`config.mk`:
```
export PLATFORM = sky130hd
export DESIGN_NAME = uart_rx_fifo
export DESIGN_NICKNAME = d
export VERILOG_FILES = /design/src/rtl/uart_rx_fifo.sv
export SDC_FILE = /design/constraint.sdc
export NUM_CORES = 1
export LEC_CHECK = 0
export CORE_MARGIN = 3
export CORE_UTILIZATION = 59
export DETAILED_ROUTE_END_ITERATION = 7
export PLACE_DENSITY = 0.76
export SLEW_MARGIN = 20
export SYNTH_ARGS = -nofsm -noshare
export SYNTH_HDL_FRONTEND = slang
export SYNTH_SLANG_ARGS = --single-unit
```
`constraint.sdc`:
```
create_clock -name clk -period 3.7 [get_ports clk]
set_clock_uncertainty 0.15 [all_clocks]
set_input_delay 0.37 -clock clk [delete_from_list [all_inputs] [get_ports clk]]
set_output_delay 0.37 -clock clk [all_outputs]
set_load 0.005 [all_outputs]
```
`src/rtl/uart_rx_fifo.sv`:
```
// UART receiver (2-flop sync, false-start reject, parity/framing check)
// feeding a FIFO drained over m_valid/m_ready; sticky overrun flag.
// Ports: clk, rst (async, active-high), rxd; m_data, m_frame_err,
//   m_parity_err, m_valid, m_ready; overrun, clr_overrun; busy.
// Optional: define UART_RX_BREAK_DETECT_EN to add the brk output.
module uart_rx_fifo #(
  parameter int CLK_DIV    = 234,
  parameter int DATA_BITS  = 8,
  parameter int PARITY     = 0,
  parameter int STOP_BITS  = 1,
  parameter int FIFO_DEPTH = 4
) (
  input  logic                 clk,
  input  logic                 rst,
  input  logic                 rxd,
  output logic [DATA_BITS-1:0] m_data,
  output logic                 m_frame_err,
  output logic                 m_parity_err,
  output logic                 m_valid,
  input  logic                 m_ready,
  output logic                 overrun,
  input  logic                 clr_overrun,
`ifdef UART_RX_BREAK_DETECT_EN
  output logic                 brk,
`endif
  output logic                 busy
);

  localparam int CW = $clog2(CLK_DIV);
  localparam int AW = $clog2(FIFO_DEPTH);
  localparam int WW = DATA_BITS + 2;

  typedef enum logic [2:0] {
    IDLE, START, DATA, PAR, STOP, WAIT_HI
  } state_t;

  state_t               state;
  logic                 s1, s2, rxs;
  logic [CW-1:0]        cnt;
  logic [3:0]           nb;
  logic                 sc;
  logic [DATA_BITS-1:0] sh;
  logic                 fe, pe;
  logic                 tick, last_stop, fe_now;
  logic                 is_brk, push_req;
  logic [WW-1:0]        push_word;

  always_ff @(posedge clk or posedge rst) begin
    if (rst) begin
      s1 <= 1'b1;
      s2 <= 1'b1;
    end else begin
      s1 <= rxd;
      s2 <= s1;
    end
  end
  assign rxs = s2;

  assign busy = (state != IDLE);
  assign tick = (state != IDLE) && (state != WAIT_HI) && (cnt == '0);
  assign last_stop = (STOP_BITS == 1) || sc;
  // Include the stop bit being sampled right now.
  assign fe_now = fe | ~rxs;
`ifdef UART_RX_BREAK_DETECT_EN
  assign is_brk = (sh == '0) && fe_now;
`else
  assign is_brk = 1'b0;
`endif
  assign push_req = (state == STOP) && tick && last_stop && !is_brk;
  assign push_word = {pe, fe_now, sh};

  always_ff @(posedge clk or posedge rst) begin
    if (rst) begin
      state <= IDLE;
      cnt   <= '0;
      nb    <= '0;
      sc    <= 1'b0;
      sh    <= '0;
      fe    <= 1'b0;
      pe    <= 1'b0;
`ifdef UART_RX_BREAK_DETECT_EN
      brk   <= 1'b0;
`endif
    end else begin
`ifdef UART_RX_BREAK_DETECT_EN
      brk <= 1'b0;
`endif
      if (tick) cnt <= CW'(CLK_DIV - 1);
      else if (cnt != '0) cnt <= cnt - 1'b1;
      unique case (state)
        IDLE: begin
          if (!rxs) begin
            cnt   <= CW'(CLK_DIV / 2 - 1);
            state <= START;
          end
        end
        START: begin
          if (tick) begin
            if (rxs) begin
              state <= IDLE;
            end else begin
              state <= DATA;
              nb    <= '0;
              sc    <= 1'b0;
              fe    <= 1'b0;
              pe    <= 1'b0;
            end
          end
        end
        DATA: begin
          if (tick) begin
            sh <= {rxs, sh[DATA_BITS-1:1]};
            if (nb == 4'(DATA_BITS - 1))
              state <= (PARITY != 0) ? PAR : STOP;
            else
              nb <= nb + 1'b1;
          end
        end
        PAR: begin
          if (tick) begin
            pe    <= (PARITY == 1) ? ~(^sh ^ rxs) : (^sh ^ rxs);
            state <= STOP;
          end
        end
        STOP: begin
          if (tick) begin
            fe <= fe_now;
            if (last_stop) begin
`ifdef UART_RX_BREAK_DETECT_EN
              brk <= is_brk;
`endif
              state <= (rxs && !is_brk) ? IDLE : WAIT_HI;
            end else begin
              sc <= 1'b1;
            end
          end
        end
        WAIT_HI: begin
          if (rxs) state <= IDLE;
        end
        default: state <= IDLE;
      endcase
    end
  end

  logic [WW-1:0] mem [FIFO_DEPTH];
  logic [AW-1:0] wp, rp, rp_n;
  logic [AW:0]   fcnt, left;
  logic [WW-1:0] head;
  logic          do_pop, do_push, full, ovf;

  assign do_pop  = m_valid & m_ready;
  assign full    = (fcnt == (AW+1)'(FIFO_DEPTH));
  // A pop in the same cycle frees the slot a full-FIFO push needs.
  assign do_push = push_req & (~full | do_pop);
  assign ovf     = push_req & full & ~do_pop;
  assign left    = fcnt - (AW+1)'(do_pop);
  assign rp_n    = rp + AW'(do_pop);

  always_ff @(posedge clk) begin
    if (do_push) mem[wp] <= push_word;
  end

  // Head register holds its value when the FIFO drains empty.
  always_ff @(posedge clk or posedge rst) begin
    if (rst) begin
      wp      <= '0;
      rp      <= '0;
      fcnt    <= '0;
      m_valid <= 1'b0;
      head    <= '0;
      overrun <= 1'b0;
    end else begin
      wp      <= wp + AW'(do_push);
      rp      <= rp_n;
      fcnt    <= left + (AW+1)'(do_push);
      m_valid <= (left + (AW+1)'(do_push)) != '0;
      if (left != '0) head <= mem[rp_n];
      else if (do_push) head <= push_word;
      if (ovf) overrun <= 1'b1;
      else if (clr_overrun) overrun <= 1'b0;
    end
  end

  assign {m_parity_err, m_frame_err, m_data} = head;

endmodule

```
# --- Yosys cells after proc, flatten, opt, wreduce, memory -nomap -nowiden ---
# Memory sizes are Yosys's and may differ from the RTL's.
# Index checks and enable logic that the tools add are counted.
# W data, S select, Z words.
op_classes:
  reduce_logical: 20
  n_mux: 31
  addsub: 6
  n_bitwise: 10
  n_eq_ne: 17
ops:
  columns: ["cell", "n"]
  rows:
  - ["$mux W8", 4]
  - ["$mux W3", 8]
  - ["$mux W10", 2]
  - ["$ne A2 B2 Y1 const B", 9]
  - ["$pmux W3 S6", 1]
  - ["$mux W4", 4]
  - ["$reduce_bool A2 Y1", 5]
  - ["$eq A3 B3 Y1 const B", 3]
  - ["$reduce_bool A3 Y1", 3]
  - ["$logic_not A8 Y1", 1]
  - ["$mux W1", 8]
  - ["$pmux W4 S2", 1]
  - ["$reduce_and A4 Y1", 2]
  - ["$reduce_bool A8 Y1", 1]
  - ["$reduce_xor A8 Y1", 1]
  - ["$sub A8 B1 Y8 const B", 1]
  - ["$reduce_and A7 Y1", 1]
  - ["$eq A3 B2 Y1 const B", 2]
  - ["$reduce_and A5 Y1", 1]
  - ["$add A2 B1 Y2", 2]
  - ["$add A4 B1 Y4 const B", 1]
  - ["$and A1 B1 Y1", 4]
  - ["$eq A4 B3 Y1 const B", 1]
  - ["$pmux W1 S2", 2]
  - ["11 further kinds", 16]
word_totals:
  word_cells: 99
  ff_bits: 46
  output_inout_bits: 13
  n_memories: 1
  ram_bits: 40
memory_table:
  columns: ["name", "words", "width", "read_ports", "rd_clocked_by_memory_dff", "wr", "line", "rtl"]
  rows:
  - ["mem", 4, 10, 1, 0, 1, "146", "logic [WW-1:0] mem [FIFO_DEPTH];"]

# --- Depth between registers and ports, before layout ---
logic_depth:
  depth_word: 7
  depth_mapped: 11

# --- Least setup slack after synthesis ---
# No wires, ideal clock.
synth_timing:
  kind: "register to register"
  start: "register cnt[0]"
  end: "memory mem[1][0] in the netlist's numbering (enable)"
  t_arrival_ns: 2.404
  period_less_slack_ns: 2.946
  required_ns: 3.158
  path_stages_with_launch: 8
  n_path_buf: 1
  slack_ns: 0.754
  cell_sequence: "dfrtp_1 inv_1 ha_1 or3b_2 clkbuf_1 a211oi_2 nand2_1 nor3b_1"
synth_between:
  elab_chain_len: 6
synth_rtl:
  columns: ["element", "line", "rtl"]
  rows:
  - ["start: declaration", "39", "logic [CW-1:0] cnt;"]
  - ["start signal: assignment", "88", "if (tick) cnt <= CW'(CLK_DIV - 1);"]
  - ["start signal: assignment", "89", "else if (cnt != '0) cnt <= cnt - 1'b1;"]
  - ["start signal: assignment", "93", "cnt <= CW'(CLK_DIV / 2 - 1);"]
  - ["$logic_not A8 Y1", "60", "assign tick = (state != IDLE) && (state != WAIT_HI) && (cnt == '0);"]
  - ["$logic_and A1 B1 Y1", "60", null]
  - ["$logic_and A1 B1 Y1", "69", "assign push_req = (state == STOP) && tick && last_stop && !is_brk;"]
  - ["$and A1 B1 Y1", "155", "assign do_push = push_req & (~full | do_pop);"]
  - ["$mux W1", "161", "if (do_push) mem[wp] <= push_word;"]
  - ["$mux W1 (not written as such)", "161", null]
  - ["end: declaration", "146", null]
# Every way passes these cells.

# --- Worst setup path in the final report ---
layout_timing:
  start: "register cnt[0]"
  end: "register m_valid"
layout_between:
  elab_chain_len: 6
layout_rtl:
  columns: ["element", "line", "rtl"]
  rows:
  - ["$logic_not A8 Y1", "60", null]
  - ["$logic_and A1 B1 Y1", "60", null]
  - ["$logic_and A1 B1 Y1", "69", null]
  - ["$and A1 B1 Y1", "155", null]
  - ["$add A3 B1 Y3", "177", "m_valid <= (left + (AW+1)'(do_push)) != '0;"]
  - ["$reduce_bool A3 Y1", "177", null]
  - ["end signal: assignment", "170", "m_valid <= 1'b0;"]
  - ["end signal: assignment", "177", null]
  - ["end: declaration", "19", "output logic m_valid,"]
# Every way passes these cells.
# A chain may end at the register's enable or synchronous reset.

==> flow_summary.json <==
{
  "status": "complete, no violations",
  "synth_area_leaders": "edfxtp_1, dfrtp_1, mux4_2",
  "cts_resized": 0,
  "htreeDepth": 3,
  "die_y_um": 86.1,
  "critPathKind": "reg2reg",
  "synth_common_cells": "dfrtp_1, edfxtp_1, o21ai_0",
  "dr_total_vias": 2328,
  "ant_nets": 0,
  "wirelength_mm": 6.87,
  "synth_seq_cells": 86,
  "max-vdd-ir-drop_mv": 0.448,
  "area_growth_pct": 12.3,
  "gr-total-overflow": 0,
  "cts_setup_buffers": 0,
  "synth_area_leader_cell": "edfxtp_1",
  "design.die.area_um2": 7410,
  "seq_area_frac_synth_pct": 62.3,
  "slew_headroom_pct": 46.9,
  "synth_most_common_cell": "dfrtp_1",
  "end_kind": "flop",
  "hp-class": "reg2reg",
  "hpwl_mm": 4.67,
  "leakage_nw": 1.76,
  "worstPathRequired_ns": 3.78,
  "async_flop_share_pct": 53.5,
  "crit_chain": "inv_1 -> ha_1 -> or3b_2 -> a211oi_2 -> buf_4 -> nand2_1 -> inv_1 -> ha_1 -> ha_1 -> or3_1",
  "boundaryPins": 18,
  "tritoncts": "built",
  "cp_slowest_cell": "or3b_2",
  "die_width_um": 86.1,
  "crit_fanout": 11,
  "startpoint_type": "flop",
  "num_rows": 28,
  "cts-root-buf": "clkbuf_8",
  "clk_latency_ns": 0.35,
  "syn_nets": 293,
  "clock-sinks": 86,
  "placement.io_buffers": 17,
  "grt_max_degree": 47,
  "drc": 0,
  "synth_top_flop_cell": "dfrtp_1",
  "setup_tns_ns": 0,
  "dr.pass1.iters": 4,
  "clk_pin_slew_ns": 0.09,
  "setup_viol": 0,
  "syn_area_per_cell_um2": 13.6,
  "crit_top_cell": "ha_1",
  "fin_ws_ns": 0.797,
  "syn_area_um2": 3780,
  "viasPerCell": 6.11,
  "place_ws_ns": 0.812,
  "wl_per_cell_um": 18.0,
  "fin_hold_ws_ns": 0.213,
  "final_hold_viol_count": 0,
  "n_fill_cell": 429,
  "fin_crit_ns": 2.90,
  "period_share_pct": 78.4,
  "drv_slew": 0,
  "drt_iter0_drc": 191,
  "hold_buffers": 0,
  "synth-edff-count": 40,
  "antenna_cells": 0,
  "numCtsBuffers": 9,
  "postSynthCellCount": 279,
  "cellPowerDensity_nw_per_um2": 535,
  "grt_setup_unrepaired": "false",
  "drive_gt1_share_pct": 16.7,
  "maxCapViolCount": 0,
  "final_cells": 381,
  "arrival_ns": 2.99,
  "grt_pass1_vias": 2312,
  "clock_path_buffers": 2,
  "gp_congestion": 0.827,
  "fin_util_pct": 70.0,
  "nNetsFinal": 315,
  "grt_pass1_wl_mm": 11.6,
  "initial_core_util_pct": 62.4,
  "slowest_delay_ns": 0.54,
  "dp.cells": 365,
  "fp.coreArea_um2": 6060,
  "worstMarginPinSlew_ns": 0.796,
  "synth.top_cell.area_share_pct": 31.8,
  "antenna_found_initial": 0,
  "track_usage_pct": 21.0,
  "synth.distinct_cells": 51,
  "yosys_warnings": 0,
  "max_freq_mhz": 345
}
-- metal layers --
layer	wire, µm	global-route usage, %	up-vias
met3	483	5.19	11
met4	110	8.63	0
li1	-	-	1092
met2	3140	31.0	77
met5	0	0	-
met1	3130	30.2	1148
-- where the power goes --
part / internal, W / switching [W]
clock: 0.000320 / 0.000344
sequential: 0.00106 / 0.0000368
combinational: 0.000240 / 0.000270
-- logic make-up after synthesis --
group / count (synthesis) / synth area share (%)
xor+xnor: 15 / 3.84
fa+ha+maj: 9 / 2.98
buf+inv: 22 / 2.28
compound gates: 63 / 10.3
mux: 19 / 8.64
simple gates: 65 / 9.66
flops: 86 / 62.3
-- area by class of cell --
type	count	area, µm²	share of cell area, %
Clock buffer	9	124	2.92
Clock inverter	7	78.8	1.86
Inverter	10	38.8	0.914
Multi-Input combinational cell	171	1340	31.6
Sequential cell	86	2350	55.5
Tap cell	75	93.8	2.21
Timing Repair Buffer	23	215	5.07
-- critical path: cells and delay by family, from the launching register on --
family / cells / cell delay, ns
fa+ha+maj: 3 / 0.55
flops: 1 / 0.42
buf+inv: 3 / 0.41
compound gates: 1 / 0.22
simple gates: 3 / 1.04
-- cell usage in the layout, fill, tap and decap left out, drive strengths merged, types with 3 or more instances in the layout --
cell type,instances
nor3,3
clkbuf,9
buf,6
xnor2,8
nand2,9
o21ai,18
inv,12
a31oi,10
nand3,7
or3,3
clkdlybuf4s50,17
nor3b,3
nor2b,5
o31ai,4
xor2,6
mux4,10
nor2,18
mux2,9
a21oi,16
edfxtp,40
dfrtp,44
ha,9
or4,5
-- final timing paths --
kind / slack, ns / to / cells after the start / startpoint
setup / recovery: 0.80 / m_valid$_DFF_PP0_ / 10 / cnt[0]$_DFF_PP0_
hold / removal: 0.21 / rxs$_DFF_PP1_ / 0 / s1$_DFF_PP1_
setup reg to reg: 0.80 / m_valid$_DFF_PP0_ / 10 / cnt[0]$_DFF_PP0_
hold reg to reg: 0.21 / rxs$_DFF_PP1_ / 0 / s1$_DFF_PP1_
max in group asynchronous: 2.62 / sh[6]$_DFFE_PP0P_ / 2 / rst
min in group asynchronous: 0.31 / overrun$_DFFE_PP0P_ / 2 / rst
-- state kept, by name, summed over array words and instances, names as in the netlist, 2 cells and up --
| register | cells |
|---|---|
| state | 3 |
| wp | 2 |
| sh | 8 |
| nb | 4 |
| cnt | 8 |
| rp | 2 |
| mem | 40 |
| head | 10 |
| fcnt | 3 |
-- through the flow --
| stage | power, W | area (µm²) |
|---|---|---|
| global route | 0.00240 | 4250 |
| floorplan | 0.00147 | 3780 |
| CTS | 0.00229 | 4240 |
| global placement | 0.00162 | 4040 |
| finish | 0.00227 | 4250 |
| detailed placement | 0.00163 | 4040 |
No activity file was read; power rests on OpenSTA's default activity.
